$ cat src/rtl/irq_pkg.sv
// -----------------------------------------------------------------------------
// irq_pkg
// Shared definitions for the interrupt arbiter: source indices, the arbiter
// state encoding, the holdoff counter width and the fixed-priority picker.
// -----------------------------------------------------------------------------
package irq_pkg;

  localparam int NUM_SRC = 3;
  localparam int SRC_T   = 0;
  localparam int SRC_K   = 1;
  localparam int SRC_SW  = 2;

  localparam int CNT_W   = 4;

  typedef logic [1:0] src_idx_t;

  typedef enum logic [1:0] {
    IDLE    = 2'd0,
    PRESENT = 2'd1,
    HOLD    = 2'd2
  } state_t;

  // Fixed priority: timer > key > switch. Only meaningful when |pend.
  function automatic src_idx_t pick_src(input logic [NUM_SRC-1:0] pend);
    if (pend[SRC_T])      return src_idx_t'(SRC_T);
    else if (pend[SRC_K]) return src_idx_t'(SRC_K);
    else                  return src_idx_t'(SRC_SW);
  endfunction

endpackage

$ cat src/rtl/irq_edge_capture.sv
// -----------------------------------------------------------------------------
// irq_edge_capture
// Per-source rising-edge detector with a pending bit and a sticky overrun flag.
// Ports:
//   i_clk          system clock
//   i_rst_n        synchronous active-low reset
//   i_in           level request from the device
//   i_clr_pending  arbiter took this source (ACK while presented)
//   i_clr_ovr      clear the overrun flag
//   o_pending      a captured edge is waiting for service
//   o_ovr          an edge arrived while already pending (sticky)
// -----------------------------------------------------------------------------
module irq_edge_capture
  import irq_pkg::*;
(
  input  logic i_clk,
  input  logic i_rst_n,
  input  logic i_in,
  input  logic i_clr_pending,
  input  logic i_clr_ovr,
  output logic o_pending,
  output logic o_ovr
);

  logic r_prev;
  logic r_pending;
  logic r_ovr;
  logic w_edge;

  assign w_edge = i_in & ~r_prev;

  // NOTE: state registers use non-blocking assignments so every flop samples
  // pre-edge values regardless of statement order.
  always_ff @(posedge i_clk) begin
    if (!i_rst_n) begin
      // Loading the live input means a line held high across reset is not
      // seen as a fresh edge afterwards.
      r_prev    <= i_in;
      r_pending <= 1'b0;
      r_ovr     <= 1'b0;
    end else begin
      r_prev <= i_in;

      // A new edge beats a same-cycle clear: the new request must survive.
      if (w_edge)             r_pending <= 1'b1;
      else if (i_clr_pending) r_pending <= 1'b0;

      // An edge that coincides with the clear of its own pending is a fresh
      // request, not an overrun. A set beats a same-cycle flag clear.
      if (w_edge && r_pending && !i_clr_pending) r_ovr <= 1'b1;
      else if (i_clr_ovr)                        r_ovr <= 1'b0;
    end
  end

  assign o_pending = r_pending;
  assign o_ovr     = r_ovr;

endmodule

$ cat src/rtl/irq_arbiter.sv
// -----------------------------------------------------------------------------
// irq_arbiter
// Captures rising edges on the timer/key/switch IRQ lines, presents the
// highest-priority pending source to the core on IRQ/IDN, holds it until ACK,
// then keeps IRQ low for ACK_HOLD cycles so the pipeline can flush.
// Ports:
//   CLK      system clock
//   LOCK     synchronous active-low reset
//   IRQ_T    timer request (level)
//   IRQ_K    key request (level)
//   IRQ_SW   switch request (level)
//   ACK      one-cycle pulse: core took the interrupt
//   CLR_OVR  one-cycle pulse: clear all overrun flags
//   IRQ      registered interrupt request to the core
//   IDN      registered device number of the presented source
//   OVR      sticky overrun flags {sw, key, timer}
// -----------------------------------------------------------------------------
module irq_arbiter
  import irq_pkg::*;
#(
  parameter int DBITS     = 32,
  parameter int IDN_TIMER = 1,
  parameter int IDN_KEY   = 2,
  parameter int IDN_SW    = 3,
  parameter int ACK_HOLD  = 2
) (
  input  logic             CLK,
  input  logic             LOCK,
  input  logic             IRQ_T,
  input  logic             IRQ_K,
  input  logic             IRQ_SW,
  input  logic             ACK,
  input  logic             CLR_OVR,
  output logic             IRQ,
  output logic [DBITS-1:0] IDN,
  output logic [2:0]       OVR
);

  function automatic logic [DBITS-1:0] idn_of(input src_idx_t s);
    case (s)
      src_idx_t'(SRC_T): return DBITS'(IDN_TIMER);
      src_idx_t'(SRC_K): return DBITS'(IDN_KEY);
      default:           return DBITS'(IDN_SW);
    endcase
  endfunction

  state_t             r_state;
  src_idx_t           r_sel;
  logic [DBITS-1:0]   r_idn;
  logic [CNT_W-1:0]   r_cnt;
  logic               r_irq;

  state_t             w_next_state;
  src_idx_t           w_next_sel;
  logic [DBITS-1:0]   w_next_idn;
  logic [CNT_W-1:0]   w_next_cnt;
  logic               w_ack_take;

  logic [NUM_SRC-1:0] w_in;
  logic [NUM_SRC-1:0] w_pending;
  logic [NUM_SRC-1:0] w_ovr;
  logic [NUM_SRC-1:0] w_clr_pending;

  assign w_in = {IRQ_SW, IRQ_K, IRQ_T};

  for (genvar i = 0; i < NUM_SRC; i++) begin : g_src
    assign w_clr_pending[i] = w_ack_take && (r_sel == src_idx_t'(i));

    irq_edge_capture u_cap (
      .i_clk         (CLK),
      .i_rst_n       (LOCK),
      .i_in          (w_in[i]),
      .i_clr_pending (w_clr_pending[i]),
      .i_clr_ovr     (CLR_OVR),
      .o_pending     (w_pending[i]),
      .o_ovr         (w_ovr[i])
    );
  end

  always_comb begin
    // NOTE: every output of this block gets a default first so no path
    // leaves a variable unassigned, which would infer a latch.
    w_next_state = r_state;
    w_next_sel   = r_sel;
    w_next_idn   = r_idn;
    w_next_cnt   = r_cnt;
    w_ack_take   = 1'b0;

    case (r_state)
      IDLE: begin
        if (|w_pending) begin
          w_next_sel   = pick_src(w_pending);
          w_next_idn   = idn_of(w_next_sel);
          w_next_state = PRESENT;
        end
      end
      PRESENT: begin
        // sel/IDN stay frozen here; later higher-priority edges wait.
        if (ACK) begin
          w_ack_take   = 1'b1;
          w_next_cnt   = CNT_W'(ACK_HOLD - 1);
          w_next_state = HOLD;
        end
      end
      HOLD: begin
        if (r_cnt == '0) w_next_state = IDLE;
        else             w_next_cnt   = r_cnt - CNT_W'(1);
      end
      default: w_next_state = IDLE;
    endcase
  end

  always_ff @(posedge CLK) begin
    if (!LOCK) begin
      r_state <= IDLE;
      r_sel   <= '0;
      r_idn   <= '0;
      r_cnt   <= '0;
      r_irq   <= 1'b0;
    end else begin
      r_state <= w_next_state;
      r_sel   <= w_next_sel;
      r_idn   <= w_next_idn;
      r_cnt   <= w_next_cnt;
      // Registered alongside the state so IRQ is high exactly in PRESENT.
      r_irq   <= (w_next_state == PRESENT);
    end
  end

  assign IRQ = r_irq;
  assign IDN = r_idn;
  assign OVR = w_ovr;

endmodule
$ cat config.mk
export PLATFORM = sky130hd
export DESIGN_NAME = irq_arbiter
export DESIGN_NICKNAME = d
export VERILOG_FILES = /design/src/rtl/irq_pkg.sv /design/src/rtl/irq_edge_capture.sv /design/src/rtl/irq_arbiter.sv
export SDC_FILE = /design/constraint.sdc
export NUM_CORES = 1
export LEC_CHECK = 0
export ABC_CLOCK_PERIOD_IN_PS = 1600
export CORE_ASPECT_RATIO = 0.9
export CORE_MARGIN = 2
export CORE_UTILIZATION = 42
export CTS_CLUSTER_DIAMETER = 50
export DETAILED_ROUTE_END_ITERATION = 10
export HOLD_SLACK_MARGIN = 0.1
export PLACE_DENSITY = 0.86
export SLEW_MARGIN = 10
export SYNTH_ARGS = -nofsm -noshare
export SYNTH_HDL_FRONTEND = slang
export SYNTH_HIERARCHICAL = 1
export SYNTH_SLANG_ARGS = --single-unit
export TNS_END_PERCENT = 1
$ cat constraint.sdc
create_clock -name CLK -period 1.6 [get_ports CLK]
set_input_delay 0.16 -clock CLK [delete_from_list [all_inputs] [get_ports CLK]]
set_output_delay 0.16 -clock CLK [all_outputs]
set_load 0.01 [all_outputs]
==> flow_metrics.py, run 1 <==
metrics = {
    "logic_synthesis": {
        "synth_compound_area_share_pct": 14.0,
        "syn_inst": 115,
        "synthAdderAreaFrac_pct": 1.16,
        "synth_cell_types": 31,
        "yosys_warnings": 6,
        "synth-seq-cells": 20,
        "synthSimpleGateAreaFrac_pct": 23.3,
        "yosysSeqAreaShare_pct": 37.0,
        "synth_xor_area_share_pct": 0,
        "synth_top_family_by_area": "simple AND/OR/NAND/NOR gates",
        "synth_area_sq_um": 1080,
        "muxShareOfSynthArea_pct": 0.926,
        "syn_avg_cell_area_sq_um": 9.40,
    },
    "sta": {
        "period_minus_slack_ns": 1.44,
        "fin_setup_tns_ns": 0,
        "final.period_utilization_pct": 90.3,
        "grt_setup_unrepaired": "false",
        "drv_slew": 0,
        "worst_clock_skew_ns": 0.0163,
        "max_freq_ghz": 0.692,
        "setup_viol": 0,
        "final-hold-violation-count": 0,
    },
    "critical_path": {
        "slowest_stage": "or3b_1",
        "cp_max_fo": 4,
        "worstSetupPathType": "reg2reg",
        "max_stage_delay_ns": 0.40,
        "cp_data_arrival_time_ns": 1.71,
        "crit_chain": "inv_1 -> ha_1 -> or3b_1 -> a31oi_1 -> o21a_1",
        "crit_required_ns": 1.86,
        "cp-end-kind": "flip-flop",
        "crit_path_start_kind": "flip-flop",
    },
    "layout": {
        "multi_input_area_sq_um": 538,
        "antenna-diode-count": 0,
        "utilization_pct": 48.4,
        "layout-drive-gt1-share_pct": 7.58,
        "ff_latch_area_sq_um": 400,
        "nets": 141,
        "syn_to_final_growth_pct": 9.49,
        "design_area_sq_um": 1180,
        "nFillCells": 237,
    },
    "routing": {
        "wirelength_mm": 1.72,
        "first_pass_iters": 4,
        "avgViaCountPerCell": 4.79,
        "postRouteAntennaNets": 0,
        "drt_iter0_drc": 6,
        "drc": 0,
        "vias": 767,
        "routedWlPerCell_um": 10.7,
    },
    "global_routing": {
        "grt_overflow": 0,
        "grt.total_usage_pct": 12.1,
        "grt_max_degree": 13,
        "grt_pass1_wl_mm": 2.81,
        "grt_pass1_vias": 662,
        "antenna_found_initial": 0,
    },
    "power": {
        "irDropWorstVdd_uv": 875,
        "power_leakage_uw": 0.000522,
        "powerDensity_nw_per_um2": 976,
    },
    "place": {
        "place_hpwl_mm": 1.35,
        "gp_routability_congestion": 0.764,
        "port-buffer-count": 12,
        "place_area_sq_um": 1130,
    },
    "cts": {
        "hold_buffers": 0,
        "cts-htree-levels": 1,
        "cts_tree": "built",
        "cts.clk_slew.worst_paths_ns": 0.12,
        "cts_buffers": 3,
        "cts.path.max_buffers": 2,
        "numClockSinks": 20,
        "postCtsResizedCells": 0,
        "cts-root-buf": "clkbuf_4",
        "clk_latency_ns": 0.31,
        "post-cts-setup-buffers": 0,
    },
    "floorplan": {
        "core-area_sq_um": 2450,
        "die_h_um": 52.1,
        "num_rows": 17,
        "pin_count": 43,
        "dieArea_sq_um": 3000,
        "start_util_pct": 44.2,
        "die_w_um": 57.5,
    },
    "flow_run": {
        "max_cap_violations": 0,
    },
    "worst_hold_path": {
        "hold_path.class": "in2reg",
    },
    "outcome": {
        "status": "completed",
    },
}
[cell families after synthesis]
kind of cell,after synthesis
fa+ha+maj,1
buf+inv,35
simple gates,35
flops,20
compound gates,22
mux,1
other cells,1
[Yosys cell counts (all sizes together)]
library cell   n  area share, %
nand3          3            1.4
and4bb         3            3.5
mux2i          1           0.93
a21oi          5            2.3
a21boi         3            2.1
nand3b         3            2.4
and2           1           0.58
conb           1           0.35
nand4b         1           0.81
and2b          1           0.81
o211ai         2            1.4
dfxtp         20             37
ha             1            1.2
o21ai          1           0.46
o21a           6            4.2
or3b           1           0.81
nand2b         7            4.7
nor2b          3            1.7
or3            2            1.2
nor2           2           0.69
inv            4            1.4
a211oi         1           0.69
nor3           4            1.9
o31ai          2            1.4
o211a          1           0.93
a31oi          1           0.58
buf           31             22
nor3b          4            2.8
[routing by layer]
layer / up-vias / GRT usage, % / share of wire (%)
met5: - / 0 / 0
met4: 0 / 4.65 / 0.70
met3: 2 / 4.98 / 7.3
met2: 33 / 19.9 / 50
met1: 356 / 14.0 / 42
li1: 376 / - / -
[state kept, by name, indices dropped and copies added, names as in the netlist]
signal	cells
IDN	2
g_src.u_cap/r_prev	3
r_state	2
r_cnt	4
r_sel	2
g_src.u_cap/o_pending	3
g_src.u_cap/o_ovr	3
IRQ	1
[report_power, final]
group          leakage [uW]  total (uW)  internal [uW]  switching (uW)
Combinational      0.000329         186           86.3            99.4
Clock             0.0000279         411            253             158
Sequential         0.000165         558            530            27.6
[layout make-up]
cell class	instances	share of cell area [%]
repair buffers	15	12.1
clock buffers	3	1.90
clock inverters	1	2.54
well taps	28	2.96
multi-input cells	89	45.5
inverters	4	1.27
flip-flops and latches	20	33.8
[critical path: cells and delay by family (launching register included)]
| family | cells | cell delay (ns) |
|---|---|---|
| compound gates | 2 | 0.38 |
| fa+ha+maj | 1 | 0.19 |
| buf+inv | 1 | 0.07 |
| flops | 1 | 0.36 |
| simple gates | 1 | 0.40 |
[cell usage in the layout (no fill, tap or decap), types with 3 or more instances in the layout]
cell             instances
o21a_1                   6
dfxtp_1                 20
nor3_1                   4
a21boi_1                 3
nor2b_1                  3
and4bb_1                 3
nand2b_1                 6
inv_1                    4
a21oi_1                  5
nand3_1                  3
clkbuf_4                 3
conb_1                  30
buf_4                    3
clkdlybuf4s50_1         12
nor3b_1                  4
[per-stage QoR]
step | hold WS (ns) | std cells | worst slack [ns] | power, uW
2_1_floorplan | 0.188 | 144 | 0.232 | 741
3_3_place_gp | 0.488 | 156 | 0.0785 | 744
3_5_place_dp | 0.495 | 156 | 0.0456 | 754
4_1_cts | 0.334 | 160 | 0.172 | 1160
5_1_grt | 0.334 | 160 | 0.0778 | 1210
6_report | 0.340 | 160 | 0.156 | 1150
[path summary, 6_finish.rpt]
kind                          from                            end  slack, ns  depth (start not counted)
max          r_cnt[0]$_SDFFE_PN0P_          r_cnt[0]$_SDFFE_PN0P_       0.16                          5
min                          IRQ_T  g_src[0].u_cap/r_prev$_DFF_P_       0.34                          1
max reg2reg  r_cnt[0]$_SDFFE_PN0P_          r_cnt[0]$_SDFFE_PN0P_       0.16                          5
min reg2reg  r_sel[0]$_SDFFE_PN0P_          r_sel[0]$_SDFFE_PN0P_       0.51                          2
Note: power is estimated with default switching activity, not from simulation.
==> run 2: changes to the inputs <==
- CAP_MARGIN: unset -> 10
==> results of run 2 <==
The final DEF is identical to that of run 1; final timing and power are the same.
